--- src/rtl/game_flow_responder.sv ---
// Responder for the game-flow controller phases.
// Draws screens/towers, tracks cars and lives, returns done pulses.
module game_flow_responder #(
  parameter int HOLD_CYCLES    = 25000000,
  parameter int CARS_PER_STAGE = 8,
  parameter int LIVES          = 3,
  parameter int NUM_TOWERS     = 4
) (
  input  logic       clk,
  input  logic       resetn,
  input  logic       wait_start,
  input  logic [2:0] stage_begin,
  input  logic [2:0] stage_draw_tower,
  input  logic [2:0] stage_in_progress,
  input  logic [2:0] stage_done,
  input  logic       win,
  input  logic       game_over_out,
  input  logic       start_key,
  input  logic       car_killed,
  input  logic       car_escaped,
  output logic       start_display_done,
  output logic [2:0] begin_done,
  output logic [2:0] tower_done,
  output logic [2:0] car_done,
  output logic [2:0] end_display_done,
  output logic       game_over_in,
  output logic       plot,
  output logic [7:0] x,
  output logic [6:0] y,
  output logic [2:0] colour
);

  typedef enum logic [3:0] {
    S_IDLE, S_SCREEN, S_HOLD, S_KEYWAIT, S_TOWER,
    S_PLAY, S_PULSE, S_FINAL, S_REARM
  } state_t;

  typedef enum logic [2:0] {
    K_TITLE, K_BEGIN, K_TOWER, K_PLAY, K_DONE, K_WIN, K_GO
  } kind_t;

  localparam logic [31:0] HLAST = 32'(HOLD_CYCLES - 1);
  localparam logic [31:0] TLAST = 32'(64 * NUM_TOWERS - 1);

  state_t      r_state;
  kind_t       r_kind;
  logic [1:0]  r_stg;
  logic [31:0] r_cnt;
  logic [7:0]  r_rem;
  logic [7:0]  r_lives;

  logic        w_any;
  kind_t       w_kind;
  logic [1:0]  w_stg;
  logic        w_live;
  logic [2:0]  w_sel;
  logic [2:0]  w_col;
  logic [7:0]  w_cars;
  logic [7:0]  w_dec;
  logic [7:0]  w_rem_n;
  logic [7:0]  w_liv_n;
  logic [31:0] w_nidx;
  logic [31:0] w_ti;
  logic [7:0]  w_tx;
  logic [6:0]  w_ty;

  function automatic logic [1:0] low3(input logic [2:0] v);
    return v[0] ? 2'd0 : (v[1] ? 2'd1 : 2'd2);
  endfunction

  // Pick the highest-priority active request
  always_comb begin
    w_any  = 1'b1;
    w_kind = K_TITLE;
    w_stg  = 2'd0;
    if (wait_start) begin
      w_kind = K_TITLE;
    end else if (|stage_begin) begin
      w_kind = K_BEGIN;
      w_stg  = low3(stage_begin);
    end else if (|stage_draw_tower) begin
      w_kind = K_TOWER;
      w_stg  = low3(stage_draw_tower);
    end else if (|stage_in_progress) begin
      w_kind = K_PLAY;
      w_stg  = low3(stage_in_progress);
    end else if (|stage_done) begin
      w_kind = K_DONE;
      w_stg  = low3(stage_done);
    end else if (win) begin
      w_kind = K_WIN;
    end else if (game_over_out) begin
      w_kind = K_GO;
    end else begin
      w_any  = 1'b0;
    end
  end

  // Is the latched request still asserted, plus per-kind helpers
  always_comb begin
    w_live = 1'b0;
    w_col  = 3'b000;
    case (r_kind)
      K_TITLE: begin w_live = wait_start;               w_col = 3'b001; end
      K_BEGIN: begin w_live = stage_begin[r_stg];       w_col = 3'b010; end
      K_TOWER: begin w_live = stage_draw_tower[r_stg];  w_col = 3'b011; end
      K_PLAY:  begin w_live = stage_in_progress[r_stg]; w_col = 3'b000; end
      K_DONE:  begin w_live = stage_done[r_stg];        w_col = 3'b110; end
      K_WIN:   begin w_live = win;                      w_col = 3'b111; end
      K_GO:    begin w_live = game_over_out;            w_col = 3'b100; end
      default: begin w_live = 1'b0;                     w_col = 3'b000; end
    endcase
  end

  // Car/lives arithmetic and tower raster addressing
  always_comb begin
    w_sel   = 3'b001 << r_stg;
    w_cars  = 8'(CARS_PER_STAGE * (32'(w_stg) + 1));
    w_dec   = {7'd0, car_killed} + {7'd0, car_escaped};
    w_rem_n = (r_rem > w_dec) ? r_rem - w_dec : 8'd0;
    w_liv_n = (car_escaped && r_lives != 8'd0) ? r_lives - 8'd1 : r_lives;
    w_nidx  = r_cnt + 32'd1;
    w_ti    = w_nidx >> 6;
    w_tx    = 8'(32'd16 + (w_ti << 5) + {29'd0, w_nidx[2:0]});
    w_ty    = 7'(32'd56 + {29'd0, w_nidx[5:3]});
  end

  // Main sequencer with registered outputs
  always_ff @(posedge clk) begin
    if (!resetn) begin
      r_state            <= S_IDLE;
      r_kind             <= K_TITLE;
      r_stg              <= 2'd0;
      r_cnt              <= 32'd0;
      r_rem              <= 8'd0;
      r_lives            <= 8'd0;
      start_display_done <= 1'b0;
      begin_done         <= 3'b000;
      tower_done         <= 3'b000;
      car_done           <= 3'b000;
      end_display_done   <= 3'b000;
      game_over_in       <= 1'b0;
      plot               <= 1'b0;
      x                  <= 8'd0;
      y                  <= 7'd0;
      colour             <= 3'b000;
    end else begin
      start_display_done <= 1'b0;
      begin_done         <= 3'b000;
      tower_done         <= 3'b000;
      car_done           <= 3'b000;
      end_display_done   <= 3'b000;
      case (r_state)
        S_IDLE: begin
          if (w_any) begin
            r_kind <= w_kind;
            r_stg  <= w_stg;
            r_cnt  <= 32'd0;
            if (w_kind == K_TOWER) begin
              r_state <= S_TOWER;
              plot    <= 1'b1;
              x       <= 8'd16;
              y       <= 7'd56;
              colour  <= 3'b011;
            end else if (w_kind == K_PLAY) begin
              r_state <= S_PLAY;
              r_rem   <= w_cars;
              if (w_stg == 2'd0) r_lives <= 8'(LIVES);
            end else begin
              r_state <= S_SCREEN;
              plot    <= 1'b1;
              x       <= 8'd0;
              y       <= 7'd0;
              case (w_kind)
                K_TITLE: colour <= 3'b001;
                K_BEGIN: colour <= 3'b010;
                K_DONE:  colour <= 3'b110;
                K_WIN:   colour <= 3'b111;
                default: colour <= 3'b100;
              endcase
            end
          end
        end
        S_SCREEN: begin
          if (!w_live) begin
            r_state <= S_IDLE;
            plot    <= 1'b0;
            colour  <= 3'b000;
          end else if (x == 8'd159 && y == 7'd119) begin
            plot    <= 1'b0;
            colour  <= 3'b000;
            r_cnt   <= 32'd0;
            r_state <= (r_kind == K_WIN || r_kind == K_GO) ? S_FINAL : S_HOLD;
          end else if (x == 8'd159) begin
            x      <= 8'd0;
            y      <= y + 7'd1;
            colour <= w_col;
          end else begin
            x <= x + 8'd1;
          end
        end
        S_HOLD: begin
          if (!w_live) begin
            r_state <= S_IDLE;
          end else if (r_cnt == HLAST) begin
            if (r_kind == K_TITLE) begin
              r_state <= S_KEYWAIT;
            end else begin
              r_state <= S_PULSE;
              if (r_kind == K_BEGIN) begin_done       <= w_sel;
              if (r_kind == K_DONE)  end_display_done <= w_sel;
            end
          end else begin
            r_cnt <= r_cnt + 32'd1;
          end
        end
        S_KEYWAIT: begin
          if (!w_live) begin
            r_state <= S_IDLE;
          end else if (start_key) begin
            r_state            <= S_PULSE;
            start_display_done <= 1'b1;
          end
        end
        S_TOWER: begin
          if (!w_live) begin
            r_state <= S_IDLE;
            plot    <= 1'b0;
            colour  <= 3'b000;
          end else if (r_cnt == TLAST) begin
            r_state    <= S_PULSE;
            plot       <= 1'b0;
            colour     <= 3'b000;
            tower_done <= w_sel;
          end else begin
            r_cnt <= w_nidx;
            x     <= w_tx;
            y     <= w_ty;
          end
        end
        S_PLAY: begin
          if (!w_live) begin
            r_state <= S_IDLE;
          end else begin
            r_rem   <= w_rem_n;
            r_lives <= w_liv_n;
            if (w_liv_n == 8'd0) begin
              game_over_in <= 1'b1;
              r_state      <= S_FINAL;
            end else if (w_rem_n == 8'd0) begin
              car_done <= w_sel;
              r_state  <= S_PULSE;
            end
          end
        end
        S_PULSE: r_state <= S_REARM;
        S_REARM: if (!w_live) r_state <= S_IDLE;
        S_FINAL: plot <= 1'b0;
        default: r_state <= S_IDLE;
      endcase
    end
  end

endmodule

--- config.mk ---
export PLATFORM = sky130hd
export DESIGN_NAME = game_flow_responder
export DESIGN_NICKNAME = d
export VERILOG_FILES = /design/src/rtl/game_flow_responder.sv
export SDC_FILE = /design/constraint.sdc
export NUM_CORES = 1
export LEC_CHECK = 0
export CAP_MARGIN = 15
export CORE_MARGIN = 4
export CORE_UTILIZATION = 52
export CTS_CLUSTER_DIAMETER = 60
export DETAILED_ROUTE_END_ITERATION = 10
export HOLD_SLACK_MARGIN = 0.15
export PLACE_DENSITY = 0.77
export SLEW_MARGIN = 10
export SYNTH_ARGS = -nofsm -noshare
export SYNTH_HDL_FRONTEND = slang
export SYNTH_SLANG_ARGS = --single-unit
export TNS_END_PERCENT = 30
--- constraint.sdc ---
create_clock -name clk -period 2.5 [get_ports clk]
set_input_delay 0.25 -clock clk [delete_from_list [all_inputs] [get_ports clk]]
set_output_delay 0.25 -clock clk [all_outputs]
set_load 0.05 [all_outputs]
==> results of run 1 <==
[critical path: cells and delay by family (launching register included)]
family	cells	cell delay, ps
and+or+nand+nor	5	1150
buffers and inverters	2	310
xor gates and xnor gates	1	170
AOI/OAI and AO/OA	2	610
DFF	1	380
[routing by layer]
layer | vias to the layer above | GRT usage (%) | wire [µm]
li1 | 2928 | - | -
met1 | 2910 | 33.0 | 7300
met2 | 290 | 46.7 | 8840
met3 | 61 | 5.81 | 1280
met4 | 0 | 9.77 | 651
met5 | - | 0 | 0
[layout make-up]
class / count / share of cell area (%)
repair buffers: 196 / 21.4
inverters: 21 / 1.01
multi-input cells: 560 / 49.1
clock buffers: 10 / 1.76
clock inverters: 6 / 0.913
flip-flops and latches: 90 / 23.6
well taps: 136 / 2.18
[synthesized netlist by cell type (all sizes together), types with 5 or more instances]
| library cell | instances |
|---|---|
| a21oi | 48 |
| nand4 | 18 |
| or4 | 5 |
| or3 | 13 |
| o221ai | 5 |
| nand2 | 63 |
| nor2b | 6 |
| o31ai | 6 |
| and3 | 14 |
| or3b | 5 |
| dfxtp | 90 |
| nand3 | 19 |
| nand3b | 7 |
| a211oi | 13 |
| nor4 | 20 |
| xor2 | 5 |
| a31oi | 8 |
| nor3 | 42 |
| xnor2 | 36 |
| inv | 20 |
| nor2 | 90 |
| clkbuf | 31 |
| nor3b | 11 |
| mux2i | 10 |
| buf | 8 |
| nand2b | 9 |
| ha | 9 |
| a22oi | 7 |
| o21ai | 36 |
[registers in the layout, indices dropped and copies added (netlist names), 4 cells and up]
name     cells
r_state      4
r_lives      8
r_cnt       32
y            7
r_rem        8
x            8
[how the worst min path moves through the flow]
stage,from,endpoint,slack [ps],cells past startpoint
final,r_rem[7],r_rem[7],470,2
after global routing,r_rem[0],r_rem[0],490,2
after CTS,r_rem[0],r_rem[0],470,2
after detailed placement,r_rem[0],r_rem[0],450,2
after global placement,r_rem[0],r_rem[0],440,2
after floorplan,start_key,start_display_done,410,2
[through the flow]
stage / setup slack [ps] / cells
6_report: -219 / 1019
5_1_grt: -359 / 1019
4_1_cts: -163 / 1009
3_5_place_dp: -556 / 986
3_3_place_gp: -443 / 986
2_1_floorplan: -310 / 710
[repair_timing]
item,CTS,global route
resized for setup,35,75
gates cloned,2,0
pin swaps,8,41
setup endpoints to repair,58,76
setup buffers,5,11
[cell families (layout without fill, tap and decap cells)]
family / count (synthesis) / after routing
and+or+nand+nor: 338 / 338
AOI/OAI and AO/OA: 159 / 159
DFF: 90 / 90
buffers and inverters: 60 / 233
xor gates and xnor gates: 41 / 41
muxes: 12 / 12
adders and majority gates: 10 / 10
[report_power, final]
| part | switching (µW) | total, µW | internal (µW) |
|---|---|---|---|
| Sequential | 104 | 1660 | 1550 |
| Clock | 581 | 1080 | 501 |
| Combinational | 1890 | 3310 | 1420 |
| Total | 2580 | 6040 | 3470 |
==> results.ini, run 1 <==
[global_routing]
grt_antenna_before_repair = 0
grt_max_degree = 33
grt_pass1_vias = 5863
overflow = 0
grt_pass1_wl_mm = 27.8
grt_usage_pct = 27.0

[timing]
rsz0062_at_grt = yes
slew_viol_final = 0
layout_setup_ws_ps = -219
worst_slew_pin_slew_ps = 851
tns_ps = -4900
fin_skew_ps = 11.9
period_needed_ps = 2720
hold_viol_final = 0
finalSetupViolCount = 35
fmax_ghz = 0.368
slew_headroom_pct = 42.9
hold_slack_ps = 473
fin_crit_sh_pct = 109

[synth]
synth_area_leaders = dfxtp_1 (33%), nor2_1 (6.2%), xnor2_1 (5.8%)
synth_seq_area_share_pct = 33.0
muxShareOfSynthArea_pct = 2.25
synth.avg_cell_area_um2 = 7.69
synth_area_leader_cell = dfxtp_1
ys_ff_latch = 90
synth-simple-area-share_pct = 32.5
async_flop_share_pct = 0
synthesis.nets = 740
synth_cells = 710
ys.warnings.count = 0
synth_top_family_by_area = simple AND/OR/NAND/NOR gates
yosysTopAreaCellShare_pct = 33.0
post_synth_fa_ha_maj_area_fraction_pct = 2.43
yosysUniqueCellTypes = 75
synthXorXnorAreaFrac_pct = 6.58
synthFlopType = dfxtp_1
synth_compound_area_share_pct = 18.7
synth_edf_count = 0
netlist_area_mm2 = 0.00546

[worst_setup_path]
reg2regPathDepth = 10
crit_path_max_incr_delay_ps = 410
worstPathCellList = nor4_1 > nand4_1 > or2_2 > o21a_1 > a22oi_2 > buf_12 > buf_12 > nor3_1 > xnor2_1 > nor2_1
cp.arrival_ps = 3000
crit_end = r_cnt[8]
crit_type = flop to flop
crit_fanout = 7
r2r_start = r_cnt[9]
slowest_stage = nor4_1
cp-end-kind = flop
crit_start = r_cnt[9]
cp-start-kind = flop
regToRegEndpoint = r_cnt[8]
cp.required_ps = 2780
regToRegSetupSlack_ps = -220
path_common_cell = buf_12

[pwr]
ir_drop_uv = 547
power_density_mw_per_mm2 = 774
total_power_uw = 6040
total_leakage_power_uw = 0.00290

[flow_run]
drv_cap = 0

[cells_and_area]
multiInputGateArea_mm2 = 0.00384
area_delta_synth_final_pct = 43.0
num-fill-cells = 739
finalInstanceArea_mm2 = 0.00781
final_common_cell = buf_4
layout_common_cells = buf_4 (133), nor2_1 (89), dfxtp_1 (70), nand2_1 (63), clkdlybuf4s50_1 (50)
regArea_mm2 = 0.00184
utilization_pct = 76.0
num_antenna_cells = 0
final_nets = 908
drive_gt1_share_pct = 29.4

[routing]
wl_mm = 18.1
drt-pass1-iter-count = 5
drt_iter0_drc = 505
via_per_inst = 6.07
final_antenna_net_count = 0
drc = 0
via_count = 6189
post_drt_wl_per_cell_um = 17.7

[clocking]
clock_latency_ps = 380
clkTransAtPathRegs_ps = 100
cts_htree_levels = 3
root_buffer = clkbuf_8
cts_made_buffers = 9
cts.sink_count = 90
clockBufferDepth = 2
cts_tree = built
hold_buffers = 0

[placement]
dpl.hpwl_mm = 12.0
globalplace.congestion = 0.974
post_dp_cell_area_mm2 = 0.00699
portBuffers = 52

[status]
status = complete, but fails checks
failed_checks = negative setup slack

[floorplan]
ios = 53
die_area_mm2 = 0.0122
start_util_pct = 53.1
rows = 37
die_w_um = 110
coreArea_mm2 = 0.0103
die_h_um = 110

[worst_hold_path]
hold_class = flop to flop

No activity file was read; power rests on OpenSTA's default activity.
==> run 2: changes to the inputs <==
Settings changed: PLACE_DENSITY 0.77 to 0.78, TNS_END_PERCENT 30 to 50.
==> run 2 against run 1 <==
Effect of this change: the flow still finishes with violations (negative setup slack); worst setup slack lost 54 ps; cell count grew 1.3%; sequential power is essentially flat; non-clock buffer count grew 13; clock power shrank 9.6%; utilization grew 1.5 points; critical path type unchanged.
==> results.ini, run 2 (synthesis results as in run 1) <==
[routing]
via_per_inst = 6.23  ; +2.6%
drt_iter0_drc = 785  ; +55%
drc = 0  ; unchanged
post_drt_wl_per_cell_um = 18.3  ; +3.3%
via_count = 6429  ; +3.9%
wl_mm = 18.9  ; +4.6%
final_antenna_net_count = 0  ; unchanged
drt-pass1-iter-count = 5  ; unchanged

[worst_hold_path]
hold_class = flop to flop
holdPathEnd = r_rem[0]
hold_depth = 2  ; unchanged
min_from = r_rem[0]

[worst_setup_path]
reg2regPathDepth = 9  ; -1
cp-start-kind = flop
cp.required_ps = 2770  ; about the same
regToRegSetupSlack_ps = -270  ; -50 ps
regToRegEndpoint = r_cnt[26]
crit_path_max_incr_delay_ps = 530  ; +120 ps
worstPathCellList = nand4_1 > nor4_1 > nand2_1 > o21a_1 > a22oi_2 > buf_6 > nor3_4 > xnor2_1 > nor2_1
slowest_stage = a22oi_2
r2r_start = r_cnt[18]
crit_type = flop to flop
cp.arrival_ps = 3040  ; +40 ps
crit_fanout = 7  ; unchanged
cp-end-kind = flop

[cells_and_area]
largest-register = r_cnt
layout_common_cells = buf_4 (142), nor2_1 (88), dfxtp_1 (72), nand2_1 (63), clkdlybuf4s50_1 (49)
drive_gt1_share_pct = 30.9  ; +1.5 points
num-fill-cells = 700  ; -5.3%
instances_no_fill = 1032  ; +1.3%
final_nets = 921  ; +1.4%
largest_reg_flops = 32  ; unchanged
final_common_cell = buf_4
area_delta_synth_final_pct = 45.9
num_antenna_cells = 0  ; unchanged
finalInstanceArea_mm2 = 0.00796  ; +2.0%

[timing]
layout_setup_ws_ps = -273  ; -54.3 ps
hold_viol_final = 0  ; unchanged
worst_slew_pin_slew_ps = 631  ; -220 ps
rsz0062_at_grt = yes
period_needed_ps = 2770  ; +54.3 ps
fin_crit_sh_pct = 111  ; +2.2 points
finalSetupViolCount = 35  ; unchanged
fmax_ghz = 0.361  ; -2.0%
slew_viol_final = 0  ; unchanged
slew_headroom_pct = 57.9  ; +15 points
fin_skew_ps = 8.82  ; -3.07 ps

[floorplan]
die_area_mm2 = 0.0122  ; unchanged
rows = 37  ; unchanged
ios = 53  ; unchanged
die_h_um = 110  ; unchanged
coreArea_mm2 = 0.0103  ; unchanged
die_w_um = 110  ; unchanged
start_util_pct = 53.1  ; unchanged

[clocking]
cts.sink_count = 90  ; unchanged
hold_buffers = 0  ; unchanged
cts_made_buffers = 9  ; unchanged
clockBufferDepth = 2  ; unchanged
root_buffer = clkbuf_8
clock_latency_ps = 380  ; about the same
cts_htree_levels = 3  ; unchanged
cts_tree = built
clkTransAtPathRegs_ps = 90  ; about the same

[placement]
globalplace.congestion = 0.988  ; +1.4%
dpl.hpwl_mm = 12.4  ; +3.6%
portBuffers = 52  ; unchanged
placedCellCount = 1000  ; +1.4%
pre_cts_ws_ps = -522  ; +33.5 ps
post_dp_cell_area_mm2 = 0.00710  ; +1.6%

[pwr]
power.switching_uw = 2660  ; +3.5%
seqPwrFrac_pct = 27.6  ; +0.2 points
combPwrFrac_pct = 56.2  ; +1.5 points
swShare_pct = 44.2  ; +1.6 points
ir_drop_uv = 528  ; -3.5%
total_leakage_power_uw = 0.00295  ; +1.8%
p_clk_share_pct = 16.2  ; -1.7 points
p_int_uw = 3360  ; -3.1%
power_density_mw_per_mm2 = 757  ; -2.2%

[global_routing]
grt_pass1_vias = 6236  ; +6.4%
grt_max_degree = 33  ; unchanged
grt_antenna_before_repair = 0  ; unchanged
overflow = 0  ; unchanged
grt_usage_pct = 28.0  ; +1.0 points
grt_pass1_wl_mm = 29.1  ; +4.7%

[status]
status = complete, but fails checks
failed_checks = negative setup slack

[flow_run]
drv_cap = 0  ; unchanged

## run 2: cell types whose count changed in the layout (fill, tap and decap cells not counted), sizes merged
cell,delta
dlymetal6s2s,-1
bufinv,-1
clkinvlp,+1
buf,+13
dlygate4sd2,+2
clkdlybuf4s50,-1
## run 2: area by class of cell
type                            count  area [µm²]  area share (%)
Inverter                           21        78.8           0.990
Clock inverter                      6        48.8           0.613
Timing Repair Buffer              209        1760            22.1
Sequential cell                    90        1840            23.1
Multi-Input combinational cell    560        3920            49.3
Tap cell                          136         170            2.14
Clock buffer                       10         138            1.73
## run 2: per-layer routing
metal / routed length (µm) / global-route usage, % / vias to the layer above
met1: 7640 / 34.2 / 3060
met2: 9220 / 47.9 / 337
met5: 0 / 0 / -
met4: 822 / 13.4 / 0
met3: 1220 / 4.55 / 92
li1: - / - / 2940
## run 2: metrics by stage
step / hold slack [ps] / total power (µW) / utilization (%) / TNS [ps]
detailed placement: 471 / 4470 / 69.1 / -20510
finish: 478 / 6030 / 77.5 / -6700
floorplan: 408 / 3310 / - / -3190
global route: 508 / 6350 / 77.5 / -9690
global placement: 446 / 4390 / 69.1 / -16190
CTS: 484 / 5570 / 73.4 / -604
## run 2: worst max-delay path, delay by kind of cell, from the launching register on
kind,cells,cell delay (ps)
buffers and inverters,1,240
XOR/XNOR,1,200
AND/OR/NAND/NOR,5,980
flip-flops,1,450
AO/OA/AOI/OAI,2,790
## run 2: how the worst max path moves through the flow
| stage | start | endpoint | depth (start not counted) |
|---|---|---|---|
| 3_5_place_dp | car_escaped | r_state[2] | 13 |
| 4_1_cts | x[1] | r_cnt[30] | 10 |
| 6_report | r_cnt[18] | r_cnt[26] | 9 |
| 3_3_place_gp | car_escaped | r_state[2] | 13 |
| 5_1_grt | x[5] | r_cnt[30] | 9 |
| 2_1_floorplan | x[7] | r_cnt[30] | 10 |
## run 2: repair_timing
| item | 4_1_cts | 5_1_grt |
|---|---|---|
| resized for setup | 43 | 82 |
| buffers inserted | 8 | 4 |
| setup endpoints to repair | 71 | 75 |
| pin swaps | 28 | 56 |
| gates cloned | 0 | 4 |
## run 2: power by group through the flow
stage,combinational [µW],clock (µW),sequential (µW)
after CTS,2940,986,1650
after global routing,3620,1050,1670
after detailed placement,2800,0,1670
after floorplan,1470,0,1840
final,3390,976,1660
after global placement,2730,0,1670
